[config.mk]
export PLATFORM = sky130hd
export DESIGN_NAME = blocking_cache_assoc_ctrl
export DESIGN_NICKNAME = d
export VERILOG_FILES = /design/src/rtl/blocking_cache_assoc_ctrl.sv
export SDC_FILE = /design/constraint.sdc
export NUM_CORES = 1
export LEC_CHECK = 0
export ABC_AREA = 1
export CAP_MARGIN = 0
export CORE_ASPECT_RATIO = 0.7
export CORE_UTILIZATION = 30
export DETAILED_ROUTE_END_ITERATION = 8
export SLEW_MARGIN = 20
export SYNTH_ARGS = -nofsm -noshare
export SYNTH_HDL_FRONTEND = slang
export SYNTH_SLANG_ARGS = --single-unit
[constraint.sdc]
create_clock -name clk -period 5.5 [get_ports clk]
set_input_delay 1.65 -clock clk [delete_from_list [all_inputs] [get_ports clk]]
set_output_delay 1.65 -clock clk [all_outputs]
set_load 0.03 [all_outputs]
[src/rtl/blocking_cache_assoc_ctrl.sv]
// Miss/evict/refill controller for a blocking write-back cache: hit responds 3 cycles after accept,
// clean miss 3 + mem latency + 2; holds memreq/cacheresp until their rdy, accepts no request until RESP completes.
module blocking_cache_assoc_ctrl #(
    parameter int p_num_ways     = 2,
    parameter int p_num_sets     = 16,
    parameter int p_line_words   = 4,
    parameter int p_opaque_nbits = 8,
    localparam int c_ow  = $clog2(p_line_words * 4),
    localparam int c_iw  = $clog2(p_num_sets),
    localparam int c_wsw = (p_num_ways > 1) ? $clog2(p_num_ways) : 1,
    localparam int c_wow = $clog2(p_line_words),
    localparam int c_wbw = p_line_words * 4
) (
    input  logic                  clk,
    input  logic                  reset,
    input  logic                  cachereq_val,
    output logic                  cachereq_rdy,
    input  logic [2:0]            cachereq_type,
    input  logic [31:0]           cachereq_addr,
    output logic                  cachereq_en,
    output logic                  cacheresp_val,
    input  logic                  cacheresp_rdy,
    output logic [2:0]            cacheresp_type,
    output logic                  cacheresp_hit,
    output logic                  memreq_val,
    input  logic                  memreq_rdy,
    output logic [2:0]            memreq_type,
    input  logic                  memresp_val,
    output logic                  memresp_rdy,
    output logic                  memresp_en,
    input  logic [p_num_ways-1:0] tag_match,
    output logic                  tag_array_ren,
    output logic [p_num_ways-1:0] tag_array_wen,
    output logic [c_wsw-1:0]      way_sel,
    output logic                  data_array_ren,
    output logic                  data_array_wen,
    output logic [c_wbw-1:0]      data_array_wben,
    output logic                  write_data_mux_sel,
    output logic                  evict_addr_reg_en,
    output logic                  memreq_addr_mux_sel,
    output logic                  read_data_reg_en,
    output logic [c_wow-1:0]      read_word_mux_sel
);

    if (p_num_ways != 1 && p_num_ways != 2) begin : g_bad_ways
        $error("blocking_cache_assoc_ctrl: p_num_ways must be 1 or 2");
    end
    if (p_num_sets < 2 || (p_num_sets & (p_num_sets - 1)) != 0) begin : g_bad_sets
        $error("blocking_cache_assoc_ctrl: p_num_sets must be a power of two >= 2");
    end
    if (p_line_words < 2 || p_line_words > 16 || (p_line_words & (p_line_words - 1)) != 0) begin : g_bad_line
        $error("blocking_cache_assoc_ctrl: p_line_words must be a power of two in 2..16");
    end

    typedef enum logic [3:0] {
        IDLE, TAG_CHECK, INIT_ACCESS, READ_ACCESS, WRITE_ACCESS, EVICT_PREP,
        EVICT_REQ, EVICT_WAIT, REFILL_REQ, REFILL_WAIT, REFILL_UPDATE, RESP
    } state_t;

    localparam logic [2:0] c_type_read  = 3'd0;
    localparam logic [2:0] c_type_write = 3'd1;
    localparam logic [2:0] c_type_init  = 3'd2;

    state_t                state, state_n;
    logic [c_wsw-1:0]      way, way_n, victim, hit_way;
    logic                  hit, hit_n;
    logic [2:0]            req_type, req_type_n;
    logic [p_num_ways-1:0] valid [p_num_sets];
    logic [p_num_ways-1:0] dirty [p_num_sets];
    logic                  lru   [p_num_sets];
    logic [p_num_ways-1:0] hit_vec, way_oh_n;
    logic [c_wbw-1:0]      word_wben;
    logic [c_iw-1:0]       idx;
    logic [c_wow-1:0]      word_off;
    logic                  unused_bits;

    assign idx               = cachereq_addr[c_ow+c_iw-1:c_ow];
    assign word_off          = cachereq_addr[c_ow-1:2];
    assign read_word_mux_sel = word_off;
    assign hit_vec           = tag_match & valid[idx];
    assign cacheresp_type    = req_type;
    assign cacheresp_hit     = hit;
    assign unused_bits       = (^{cachereq_addr[31:c_ow+c_iw], cachereq_addr[1:0]}) ^ (p_opaque_nbits > 0);

    // lru[idx] names the way to replace next; an invalid way always beats it, lowest index first
    always_comb begin
        hit_way = '0;
        victim  = (p_num_ways > 1) ? c_wsw'(lru[idx]) : '0;
        for (int w = p_num_ways - 1; w >= 0; w--) begin
            if (hit_vec[w])     hit_way = c_wsw'(w);
            if (!valid[idx][w]) victim  = c_wsw'(w);
        end
    end

    always_comb begin
        word_wben = '0;
        word_wben[{word_off, 2'b00} +: 4] = 4'hF;
    end

    always_comb begin
        state_n    = state;
        way_n      = way;
        hit_n      = hit;
        req_type_n = req_type;
        case (state)
            IDLE: if (cachereq_val && cachereq_rdy) begin
                state_n    = TAG_CHECK;
                req_type_n = cachereq_type;
            end
            TAG_CHECK: begin
                hit_n = |hit_vec;
                if (req_type == c_type_init) begin
                    way_n   = victim;
                    state_n = INIT_ACCESS;
                end else if (|hit_vec) begin
                    way_n   = hit_way;
                    state_n = (req_type == c_type_write) ? WRITE_ACCESS : READ_ACCESS;
                end else begin
                    way_n   = victim;
                    state_n = (valid[idx][victim] && dirty[idx][victim]) ? EVICT_PREP : REFILL_REQ;
                end
            end
            INIT_ACCESS, READ_ACCESS, WRITE_ACCESS: state_n = RESP;
            EVICT_PREP:    state_n = EVICT_REQ;
            EVICT_REQ:     if (memreq_rdy)  state_n = EVICT_WAIT;
            EVICT_WAIT:    if (memresp_val) state_n = REFILL_REQ;
            REFILL_REQ:    if (memreq_rdy)  state_n = REFILL_WAIT;
            REFILL_WAIT:   if (memresp_val) state_n = REFILL_UPDATE;
            REFILL_UPDATE: state_n = (req_type == c_type_write) ? WRITE_ACCESS : READ_ACCESS;
            RESP:          if (cacheresp_rdy) state_n = IDLE;
            default:       state_n = IDLE;
        endcase
        way_oh_n        = '0;
        way_oh_n[way_n] = 1'b1;
    end

    // outputs are decoded from the next state so every control line leaves a flop
    always_ff @(posedge clk or negedge reset) begin
        if (!reset) begin
            state    <= IDLE;
            way      <= '0;
            hit      <= 1'b0;
            req_type <= c_type_read;
            for (int s = 0; s < p_num_sets; s++) begin
                valid[s] <= '0;
                dirty[s] <= '0;
                lru[s]   <= 1'b0;
            end
            cachereq_rdy        <= 1'b0;
            cachereq_en         <= 1'b0;
            tag_array_ren       <= 1'b0;
            tag_array_wen       <= '0;
            way_sel             <= '0;
            data_array_ren      <= 1'b0;
            data_array_wen      <= 1'b0;
            data_array_wben     <= '0;
            write_data_mux_sel  <= 1'b0;
            evict_addr_reg_en   <= 1'b0;
            read_data_reg_en    <= 1'b0;
            memreq_val          <= 1'b0;
            memreq_type         <= 3'd0;
            memreq_addr_mux_sel <= 1'b0;
            memresp_rdy         <= 1'b0;
            memresp_en          <= 1'b0;
            cacheresp_val       <= 1'b0;
        end else begin
            state    <= state_n;
            way      <= way_n;
            hit      <= hit_n;
            req_type <= req_type_n;

            case (state)
                INIT_ACCESS: begin
                    valid[idx][way] <= 1'b1;
                    dirty[idx][way] <= 1'b0;
                    lru[idx]        <= ~way[0];
                end
                READ_ACCESS:  lru[idx] <= ~way[0];
                WRITE_ACCESS: begin
                    dirty[idx][way] <= 1'b1;
                    lru[idx]        <= ~way[0];
                end
                EVICT_WAIT: if (memresp_val) dirty[idx][way] <= 1'b0;
                REFILL_UPDATE: begin
                    valid[idx][way] <= 1'b1;
                    dirty[idx][way] <= 1'b0;
                end
                default: ;
            endcase

            cachereq_rdy        <= (state_n == IDLE);
            cachereq_en         <= (state_n == IDLE);
            tag_array_ren       <= (state_n == TAG_CHECK);
            tag_array_wen       <= (state_n == INIT_ACCESS || state_n == REFILL_UPDATE) ? way_oh_n : '0;
            way_sel             <= way_n;
            data_array_ren      <= (state_n == READ_ACCESS || state_n == EVICT_PREP);
            data_array_wen      <= (state_n == INIT_ACCESS || state_n == WRITE_ACCESS ||
                                    state_n == REFILL_UPDATE);
            data_array_wben     <= (state_n == REFILL_UPDATE) ? '1 :
                                   (state_n == INIT_ACCESS || state_n == WRITE_ACCESS) ? word_wben : '0;
            write_data_mux_sel  <= (state_n == REFILL_UPDATE);
            evict_addr_reg_en   <= (state_n == EVICT_PREP);
            read_data_reg_en    <= (state_n == READ_ACCESS || state_n == EVICT_PREP);
            memreq_val          <= (state_n == EVICT_REQ || state_n == REFILL_REQ);
            memreq_type         <= (state_n == EVICT_REQ) ? 3'd1 : 3'd0;
            memreq_addr_mux_sel <= (state_n == REFILL_REQ);
            memresp_rdy         <= (state_n == EVICT_WAIT || state_n == REFILL_WAIT);
            memresp_en          <= (state_n == REFILL_WAIT);
            cacheresp_val       <= (state_n == RESP);
        end
    end

endmodule

==> impl_metrics.toml <==
[outcome]
status = "finished clean"

[routing]
drtPass1Iterations = 5
ant_nets = 0
wl_um = 14570
dr.first_iter.drc_count = 477
viasPerCell = 4.777
wl_per_cell_um = 15.04
vias = 4629
drcViolationCount = 0

[timing]
fmax_mhz = 221.5
finalSetupViolCount = 0
final.min_clock_period_ns = 4.514
fin_skew_ns = 0.007126
max_slew.worst_pin.slew_ns = 1.093
hold_viol = 0
slew_headroom_pct = 27.00
fin_tns_setup_ns = 0
final_max_slew_viol_count = 0
rsz0062_at_grt = "no"
fin_crit_sh_pct = 82.08

[floorplanning]
rows = 41
coreArea_um2 = 18060
chipWidth_um = 164.6
chipHeight_um = 115.8
dieArea_um2 = 19070
ios = 84
initial_core_util_pct = 30.76

[cts]
root_buffer = "clkbuf_16"
clkSlewWorstSetupHoldPaths_ns = 0.07
cts_hold_buf = 0
clkLatencyLatePin_ns = 0.35
ctsHtreeMaxLevel = 3
cts_setup_buffers = 0
tritoncts.num_buffers = 9
clk_path_buf_depth = 2
cts_tree = "yes"
cts-resized-gates = 0
cts.sinks = 107

[finish]
final_cell_mix = "nand2_1, dfrtp_1, nor2_1"
final_nets = 772
area_growth_syn_to_layout_pct = 17.12
drive_gt1_share_pct = 10.50
antennaDiodeCount = 0
stdcell_count = 969
fillers = 1894
mostFrequentLayoutCell = "nand2_1"

[global_routing]
grt_pass1_wl_um = 23630
grt_pass1_vias = 4239
grtUsageTotal_pct = 16.26
gr-total-overflow = 0
antenna_found_initial = 0
grt_max_degree = 41

[synth]
synth_cells = 701
synth_area_per_cell_um2 = 7.923
yosysUniqueCellTypes = 36
yosys.area.top_type = "dfrtp_1"
ys_top_cells_by_area = "dfrtp_1, nand2_1, nor2_1"
netlist_area_um2 = 5554
synth-seq-cells = 107
ys_seq_area_share_pct = 48.21
yosys.area.top_type_share_pct = 48.21
yosysWarnings = 0

[setup_path]
crit_buf_inv = 2
path_common_cell = "clkdlybuf4s50_1"
start_kind = "primary input"
end_kind = "primary output"
critical_path.max_stage_delay_ns = 0.69
crit_path_cell_trace = "clkdlybuf4s50_1, clkdlybuf4s50_1"
critPathMaxFanout = 4
cp.arrival_ns = 2.86
required_ns = 3.85
cpMaxStageDelayCell = "clkdlybuf4s50_1"
crit_family = "buffers and inverters"
crit_type = "primary input to primary output"

[power]
p_leak_nw = 3.154
max-vdd-ir-drop_uv = 265.5
powerDensity_nw_per_um2 = 560.8

[flow_run]
drv_cap = 0

[place]
dp_cells = 954
place.gp.congestion = 0.8481
dpl.hpwl_um = 9805
port_buffers = 55

[hold_path]
hold_class = "flop to flop"
power breakdown:
group | switching [W] | total [W] | internal, W | leakage (nW)
Clock | 0.000296 | 0.000739 | 0.000442 | 0.159
Sequential | 0.000192 | 0.00131 | 0.00111 | 1.36
Combinational | 0.00105 | 0.00160 | 0.000552 | 1.63
Total | 0.00154 | 0.00365 | 0.00211 | 3.15
synth_stat cells, drive strengths merged:
library cell and instances:
nor3 11, nor2 93, or2 1, nor4 1
nand3 17, a31oi 24, a21o 3, nand2 197
conb 1, a21oi 63, a31o 21, o21bai 5
o22a 4, o21ai 28, inv 70, a21boi 1
clkbuf 11, dfrtp 107, o211ai 1, a2111oi 1
nand4 5, buf 36
logic make-up after synthesis:
group	share of synthesized area, %
AO/OA/AOI/OAI	16.63
flip-flops	48.21
other	0.06752
buffers and inverters	10.34
AND/OR/NAND/NOR	24.76
worst reg2reg max path, stage by stage (launching register included):
cell     delay [ns]
dfrtp_1        0.42
inv_1          0.11
nor2_1         0.13
nand2_1        0.24
inv_2          0.54
nor2_1         0.22
a21oi_4        0.90
buf_4          0.38
a21oi_1        0.09
a31oi_1        0.15
through the flow:
step	setup WS (ns)	util [%]	hold WS [ns]	total power, W	cell area (um2)
3_3_place_gp	0.9839	34.19	0.4327	0.002896	6173
6_report	0.9857	36.02	0.4535	0.003648	6505
3_5_place_dp	0.9705	34.19	0.4423	0.002912	6173
4_1_cts	0.9748	36.02	0.4635	0.003661	6505
2_1_floorplan	2.055	-	0.4184	0.002440	5558
5_1_grt	0.9260	36.02	0.4811	0.003913	6505
layer usage:
layer  part of all wire (%)  track usage, %  up-vias
met4                   0.89           3.670        0
met2                     39           21.51      136
li1                       -               -     2316
met3                    6.3           3.364        9
met1                     54           26.20     2168
met5                      0               0        -
path summary, 6_finish.rpt:
check	startpoint	endpoint	slack (ns)	depth (start not counted)
max in group asynchronous	reset	valid[12]	3.34	2
min in group asynchronous	reset	data_array_wen	1.27	1
worst min-delay path	valid[30]	valid[30]	0.45	2
worst min register to register	valid[30]	valid[30]	0.45	2
worst max-delay path	cachereq_addr[2]	read_word_mux_sel[0]	0.99	2
worst max register to register	state[1]	flop	2.24	9
layout make-up:
cell class	count	area (um2)	area share [%]
flip-flops and latches	107	2678	41.16
multi-input cells	478	2325	35.74
repair buffers	63	608.1	9.348
well taps	236	295.3	4.539
inverters	70	267.8	4.116
clock buffers	10	229.0	3.520
clock inverters	5	102.6	1.577
(Power assumes the default switching activity.)
